===== src/rtl/solver_job_sender.sv =====
// solver_job_sender
//   Sends one solver job downstream to solver_manager. A job is an output address, a zoom
//   word and a limb count. It is sent as this sequence of typed words:
//   ADDR, ZOOM, REAL x N, IMAG x N, END.
//   The limbs come from an external limb RAM. That RAM has one cycle of read latency.
//
// Ports
//   clock, reset                  single rising-edge clock, synchronous active-high reset
//   job_valid / job_ready         job header handshake (address, zoom, last limb index)
//   job_out_addr, job_zoom        header words, captured on accept
//   job_last_limb                 N-1, where N is the limb count per bank
//   limb_rd_en/imag/idx           limb RAM read request (imag selects the c_imag bank)
//   limb_rd_data                  limb RAM data, valid the cycle after limb_rd_en
//   fifo_valid/data_type/data     registered word output toward solver_manager
//   fifo_ready                    downstream accept
//   busy                          a job is in progress
//   jobs_sent                     count of completed jobs, wraps at 16 bits
//
// State table
//   S_IDLE  | waiting for a job header
//   S_ADDR  | ADDR word presented
//   S_ZOOM  | ZOOM word presented
//   S_FETCH | limb RAM read strobe for the current section/index
//   S_LOAD  | capture limb RAM data into the output word
//   S_SEND  | limb word presented
//   S_END   | END word presented
module solver_job_sender #(
  parameter int LIMB_INDEX_BITS = 6,
  parameter int LIMB_SIZE_BITS  = 8
) (
  input  logic                       clock,
  input  logic                       reset,
  input  logic                       job_valid,
  output logic                       job_ready,
  input  logic [31:0]                job_out_addr,
  input  logic [31:0]                job_zoom,
  input  logic [LIMB_INDEX_BITS-1:0] job_last_limb,
  output logic                       limb_rd_en,
  output logic                       limb_rd_imag,
  output logic [LIMB_INDEX_BITS-1:0] limb_rd_idx,
  input  logic [LIMB_SIZE_BITS-1:0]  limb_rd_data,
  output logic                       fifo_valid,
  output logic [2:0]                 fifo_data_type,
  output logic [31:0]                fifo_data,
  input  logic                       fifo_ready,
  output logic                       busy,
  output logic [15:0]                jobs_sent
);

  typedef enum logic [2:0] {
    S_IDLE, S_ADDR, S_ZOOM, S_FETCH, S_LOAD, S_SEND, S_END
  } state_t;

  localparam logic [2:0] TYPE_ADDR = 3'd0;
  localparam logic [2:0] TYPE_ZOOM = 3'd1;
  localparam logic [2:0] TYPE_REAL = 3'd2;
  localparam logic [2:0] TYPE_IMAG = 3'd3;
  localparam logic [2:0] TYPE_END  = 3'd4;

  state_t                     state, state_nxt;
  logic [31:0]                zoom_q, zoom_nxt;
  logic [LIMB_INDEX_BITS-1:0] last_q, last_nxt;
  logic [LIMB_INDEX_BITS-1:0] idx_q, idx_nxt;
  logic                       imag_q, imag_nxt;
  logic                       valid_nxt;
  logic [2:0]                 type_nxt;
  logic [31:0]                data_nxt;
  logic [15:0]                jobs_nxt;
  logic                       xfer;

  assign xfer         = fifo_valid && fifo_ready;
  assign job_ready    = (state == S_IDLE) && !reset;
  assign busy         = (state != S_IDLE);
  assign limb_rd_en   = (state == S_FETCH);
  assign limb_rd_imag = imag_q;
  assign limb_rd_idx  = idx_q;

  always_ff @(posedge clock) begin
    if (reset) begin
      state          <= S_IDLE;
      zoom_q         <= '0;
      last_q         <= '0;
      idx_q          <= '0;
      imag_q         <= 1'b0;
      fifo_valid     <= 1'b0;
      fifo_data_type <= TYPE_ADDR;
      fifo_data      <= '0;
      jobs_sent      <= '0;
    end else begin
      state          <= state_nxt;
      zoom_q         <= zoom_nxt;
      last_q         <= last_nxt;
      idx_q          <= idx_nxt;
      imag_q         <= imag_nxt;
      fifo_valid     <= valid_nxt;
      fifo_data_type <= type_nxt;
      fifo_data      <= data_nxt;
      jobs_sent      <= jobs_nxt;
    end
  end

  always_comb begin
    state_nxt = state;
    zoom_nxt  = zoom_q;
    last_nxt  = last_q;
    idx_nxt   = idx_q;
    imag_nxt  = imag_q;
    valid_nxt = fifo_valid;
    type_nxt  = fifo_data_type;
    data_nxt  = fifo_data;
    jobs_nxt  = jobs_sent;

    case (state)
      S_IDLE: begin
        if (job_valid) begin
          // The address is loaded straight into the output word, so only zoom needs a copy.
          zoom_nxt  = job_zoom;
          last_nxt  = job_last_limb;
          valid_nxt = 1'b1;
          type_nxt  = TYPE_ADDR;
          data_nxt  = job_out_addr;
          state_nxt = S_ADDR;
        end
      end
      S_ADDR: begin
        if (xfer) begin
          type_nxt  = TYPE_ZOOM;
          data_nxt  = zoom_q;
          state_nxt = S_ZOOM;
        end
      end
      S_ZOOM: begin
        if (xfer) begin
          valid_nxt = 1'b0;
          imag_nxt  = 1'b0;
          idx_nxt   = '0;
          state_nxt = S_FETCH;
        end
      end
      S_FETCH: begin
        state_nxt = S_LOAD;
      end
      S_LOAD: begin
        data_nxt  = 32'(limb_rd_data);
        type_nxt  = imag_q ? TYPE_IMAG : TYPE_REAL;
        valid_nxt = 1'b1;
        state_nxt = S_SEND;
      end
      S_SEND: begin
        if (xfer) begin
          if (idx_q != last_q) begin
            idx_nxt   = idx_q + 1'b1;
            valid_nxt = 1'b0;
            state_nxt = S_FETCH;
          end else if (!imag_q) begin
            imag_nxt  = 1'b1;
            idx_nxt   = '0;
            valid_nxt = 1'b0;
            state_nxt = S_FETCH;
          end else begin
            type_nxt  = TYPE_END;
            data_nxt  = '0;
            state_nxt = S_END;
          end
        end
      end
      S_END: begin
        if (xfer) begin
          valid_nxt = 1'b0;
          jobs_nxt  = jobs_sent + 16'd1;
          state_nxt = S_IDLE;
        end
      end
      default: begin
        state_nxt = S_IDLE;
        valid_nxt = 1'b0;
      end
    endcase
  end

endmodule


===== config.mk =====
export PLATFORM = sky130hd
export DESIGN_NAME = solver_job_sender
export DESIGN_NICKNAME = d
export VERILOG_FILES = /design/src/rtl/solver_job_sender.sv
export SDC_FILE = /design/constraint.sdc
export NUM_CORES = 1
export LEC_CHECK = 0
export CAP_MARGIN = 40
export CORE_AREA = 2 2 100 102
export DETAILED_ROUTE_END_ITERATION = 16
export DIE_AREA = 0 0 102 104
export PLACE_DENSITY = 0.83
export SETUP_SLACK_MARGIN = 0.1
export SYNTH_ARGS = -nofsm -noshare
export SYNTH_HDL_FRONTEND = slang
export SYNTH_SLANG_ARGS = --single-unit
export TNS_END_PERCENT = 1

===== constraint.sdc =====
create_clock -name clock -period 4.75 [get_ports clock]
set_clock_uncertainty 0.2 [all_clocks]
set_input_delay 0.7125 -clock clock [delete_from_list [all_inputs] [get_ports clock]]
set_output_delay 0.7125 -clock clock [all_outputs]
set_load 0.05 [all_outputs]

After elaboration in Yosys (flattened, before gate mapping)
Index checks and enable logic that the tools add are counted.
{ "classes": {"add_sub_neg": 2, "eq_ne": 16, "n_mux": 35, "bitwise_logic": 1, "reduce_logical": 16} }
{ "ops": {"columns": ["op", "count"], "rows": [
  ["$mux 32", 5],
  ["$pmux 32 s4", 1],
  ["$mux 3", 12],
  ["$mux 6", 4],
  ["$pmux 3 s7", 1],
  ["$add 16x1->16 const B", 1],
  ["$ne 2x2->1 const B", 7],
  ["$pmux 3 s4", 1],
  ["$pmux 6 s2", 1],
  ["$reduce_and 5->1", 2],
  ["$eq 3x3->1 const B", 3],
  ["$mux 1", 8],
  ["$reduce_and 4->1", 2],
  ["$add 6x1->6 const B", 1],
  ["$eq 3x2->1 const B", 2],
  ["$ne 6x6->1", 1],
  ["$reduce_and 6->1", 1],
  ["$pmux 1 s5", 1],
  ["$reduce_and 2->1", 2],
  ["$reduce_bool 4->1", 1],
  ["$reduce_or 2->1", 2],
  ["$eq 3x1->1 const B", 1],
  ["$logic_not 3->1", 1],
  ["$ne 3x3->1 const B", 1],
  ["7 further kinds", 8]
]} }
{ "totals": {"reg_bits": 100, "inputBits": 82, "output_inout_bits": 62} }

Longest topological paths before layout
{ "logic_depth": {"depth_word": 4, "depth_mapped": 7, "mapped_depth_nobuf": 5} }

Worst setup path after synthesis
OpenSTA, ideal clock, no wires.
{ "synth_timing": {"kind": "in2out", "from": "input port reset", "to": "output port job_ready", "arrival_ns": 1.944, "path_slack_ns": 1.893, "path_stages": 4, "path_buffers": 3, "path_cell_list": "clkbuf_1 -> clkbuf_1 -> clkbuf_1 -> nor2_1"} }
{ "synth_between": {"elab_chain_len": 2} }
{ "synth_rtl": {"columns": ["element", "line_no", "text"], "rows": [
  ["start: declaration", "32", "input logic reset,"],
  ["$logic_not 1->1", "72", "assign job_ready = (state == S_IDLE) && !reset;"],
  ["$logic_and 1x1->1", "72", null],
  ["end: declaration", "34", "output logic job_ready,"]
]} }
No other way between the ends.

Worst setup path in the final report
{ "layout_timing": {"from": "register state[0]", "to": "output port job_ready"} }
{ "layout_between": {"elab_chain_len": 2} }
{ "layout_rtl": {"columns": ["element", "line_no", "text"], "rows": [
  ["start: declaration", "60", "state_t state, state_nxt;"],
  ["start signal: assignment", "90", "state <= state_nxt;"],
  ["$logic_not 3->1", "72", null],
  ["$logic_and 1x1->1", "72", null]
]} }
No other way between the ends.

==> out/qor.txt <==
CP Class -> reg -> out
clk slew on worst S/H paths -> 0.10 ns
kind of cell adding the most delay to the critical path -> buffers and inverters
Reg power frac -> 44.3%
die area -> 10600 um2
synthesized instance count -> 547
WL met2 -> 6790 um
Syn Area/Cell -> 8.48 um2
vias in the first global route -> 4487
Clock Power Share -> 31.2%
routed via count -> 4629
initial antenna violation count -> 0
Slew Viols, Final -> 0
Worst Slack Setup Final -> 1.44 ns
Vias/cell -> 5.77
WHS Endpoint -> zoom_q[12]$_SDFFE_PP0P_
asr flop ratio synth -> 0%
DR iter-0 viols -> 281
row count -> 36
final hold slack -> 0.260 ns
P_int -> 0.00146 W
Yosys reg bits -> 100
maxcap violations -> 0
Setup WS pre-CTS -> 1.62 ns
DRT antenna net count -> 0
Slew @ Worst Pin -> 0.856 ns
CTS tree -> done
CP required -> 3.84 ns
worst hold path startpoint -> zoom_q[12]$_SDFFE_PP0P_
Crit path largest cell delay -> 0.81 ns
I/O Buffers -> 143
Placement Cell Area -> 6130 um2
Mapped Area -> 4640 um2
Worst setup SP type -> register
minimum clock period -> 3.31 ns
Layout Nets -> 749
switching power -> 0.000652 W
Max VDD drop -> 175 uV
gpl congestion -> 0.892
# DRC -> 0
core outline area -> 9550 um2
yosys warns -> 0
H-tree Lvls -> 3
RSZ-0062 raised after global routing -> false
post-cts hold buffer count -> 0
Avg WL per Cell -> 17.1 um
die width -> 102 um
Comb pwr share -> 24.5%
TNS Setup -> 0 ns
all-layer global routing usage -> 25.3%
Switching Share -> 30.8%
Post-Route M1 WL -> 5730 um
WP buf/inv -> 2
P per Cell Area -> 332 nW/um2
max frequency -> 302 MHz
global-route wire length before repair -> 21700 um
Area Overhead vs Synth -> 37.6%
clock buffer depth -> 2
post-synthesis sequential area ratio -> 43.2%
leak pwr -> 2.28 nW
final setup fails -> 0
CTS sink cnt -> 100
relative slew slack -> 42.8%
library cells used by synthesis -> 54
final worst path period share -> 69.7%
worst hold path stage count -> 2
largest net degree at the start of global routing -> 76
ys flop type -> dfxtp_1
GRT Residual Overflow -> 0
Inserted Clock Buffers -> 9
Design Power -> 0.00212 W
largest cells by area after synthesis -> dfxtp_1, a21oi_1, a211oi_2, nand2_1, a22oi_1
Root Driver -> clkbuf_8
Critical Path AT -> 2.40 ns
final wirelength -> 13700 um
HP Class -> reg -> reg
status -> complete, no violations
final hold viol count -> 0
Synth top area share -> 43.2%
ANT cells -> 0
crit-path max FO -> 26
post-CTS sizing -> 0
Reg-to-Reg End -> fifo_data[4]$_SDFFE_PP0P_
layout cell share with drive strength beyond 1 -> 10.3%
flop-to-flop setup slack -> 1.90 ns
Post-Synthesis Net Count -> 631
worst reg2reg startpoint -> state[0]$_SDFFE_PP0P_
Initial Utilization -> 48.6%
Post-CTS Setup Bufs -> 0
drt pass-1 iters -> 5
Top Metal Used -> met4
Slowest cell on crit path -> clkdlybuf4s50_1
Clock Latency Late Sink -> 0.36 ns
nature of the critical path endpoint -> output port
R2R depth -> 5
Die H -> 104 um
worst path cell trace -> nor3_1 -> inv_2 -> nor2_1 -> clkdlybuf4s50_1
hpwl dp -> 9450 um
IO Count -> 144
post-synth top area cell -> dfxtp_1
metal3 WL -> 923 um
EDFF count, synth -> 0
Final Cell Area -> 6380 um2
-- registers in the layout, summed over array words and instances (netlist names) --
| name | cells |
|---|---|
| state | 3 |
| last_q | 6 |
| zoom_q | 32 |
| limb_rd_imag | 1 |
| fifo_data | 32 |
| fifo_data_type | 3 |
| limb_rd_idx | 6 |
| jobs_sent | 16 |
| fifo_valid | 1 |
-- cell usage in the layout, fill, tap and decap left out, types with 3 or more instances in the layout --
cell,synthesis,layout
nand4_1,10,10
nor2b_1,8,8
clkbuf_8,0,10
nand3_1,13,13
dfxtp_1,100,100
a21oi_1,98,98
xor2_1,9,9
a22oi_1,25,25
and3_1,3,3
or3_1,8,8
xnor2_1,6,6
nor2_1,26,25
and2_1,5,5
nor3_1,7,7
o21ai_0,6,6
o21ai_1,4,4
buf_4,0,7
a31o_2,3,3
clkdlybuf4s50_1,0,142
inv_1,8,8
bufinv_16,0,3
a211oi_2,30,30
nand2_1,94,94
-- logic make-up (layout without fill, tap and decap cells) --
family	count (synthesis)	in the layout	synth area share, %
AO/OA/AOI/OAI	189	189	28.6
AND/OR/NAND/NOR	186	186	19.0
flip-flops	100	100	43.2
buffers and inverters	54	176	5.64
XOR/XNOR	15	15	2.83
adder cells (fa/ha/maj)	2	2	0.539
multiplexers	1	1	0.216
-- through the flow --
step                util [%]  std cells
finish                  66.8        802
global route            66.8        802
CTS                     66.8        802
detailed placement      64.2        787
global placement        63.6        784
floorplan                  -        547
-- worst reg2reg max path, cell delays in order, from the launching register on --
cell and delay (ns):
dfxtp_1 0.89, nor3_1 0.24, a211o_1 0.42, a21oi_4 0.40
buf_4 0.44, a211oi_2 0.13
-- area by class of cell --
class                      instances  area [um2]
clock buffer                      10         138
clock inverter                     5         108
fill                             783        3170
inverter                           9        33.8
multi-input combinational        393        2400
sequential                       100        2000
tap                              133         166
timing repair buffer             152        1530
-- synth_stat cells, types with 4 or more instances --
cell type  number
nand3_1        13
dfxtp_1       100
nor2b_1         8
inv_1           8
buf_2          11
nor2_1         26
xor2_1          9
or3_1           8
and2_1          5
a22oi_1        25
nand2_1        94
buf_6           6
xnor2_1         6
nand4_1        10
clkbuf_1       27
o21ai_0         6
nor3_1          7
a211oi_2       30
o21ai_1         4
a21oi_1        98
-- how the worst max path moves through the flow --
stage	startpoint	end	slack [ns]	depth (start not counted)
after floorplan	reset	job_ready	1.89	4
after global placement	fifo_ready	fifo_data[18]$_SDFFE_PP0P_	1.67	6
after detailed placement	fifo_ready	fifo_data[29]$_SDFFE_PP0P_	1.62	6
after CTS	state[0]$_SDFFE_PP0P_	job_ready	1.43	4
after global routing	state[0]$_SDFFE_PP0P_	job_ready	1.24	4
final	state[0]$_SDFFE_PP0P_	job_ready	1.44	4
-- power groups by stage --
stage	sequential (W)	combinational, W	clock (W)
floorplan	0.00106	0.000216	0
global placement	0.000954	0.000498	0
detailed placement	0.000954	0.000516	0
CTS	0.000936	0.000518	0.000666
global route	0.000943	0.000548	0.000700
finish	0.000937	0.000518	0.000661
-- layer usage --
| layer | track usage [%] | up-vias |
|---|---|---|
| li1 | - | 2192 |
| met1 | 32.7 | 2213 |
| met2 | 42.7 | 197 |
| met3 | 4.97 | 27 |
| met4 | 7.05 | 0 |
| met5 | 0 | - |
No activity file was read; power rests on OpenSTA's default activity.
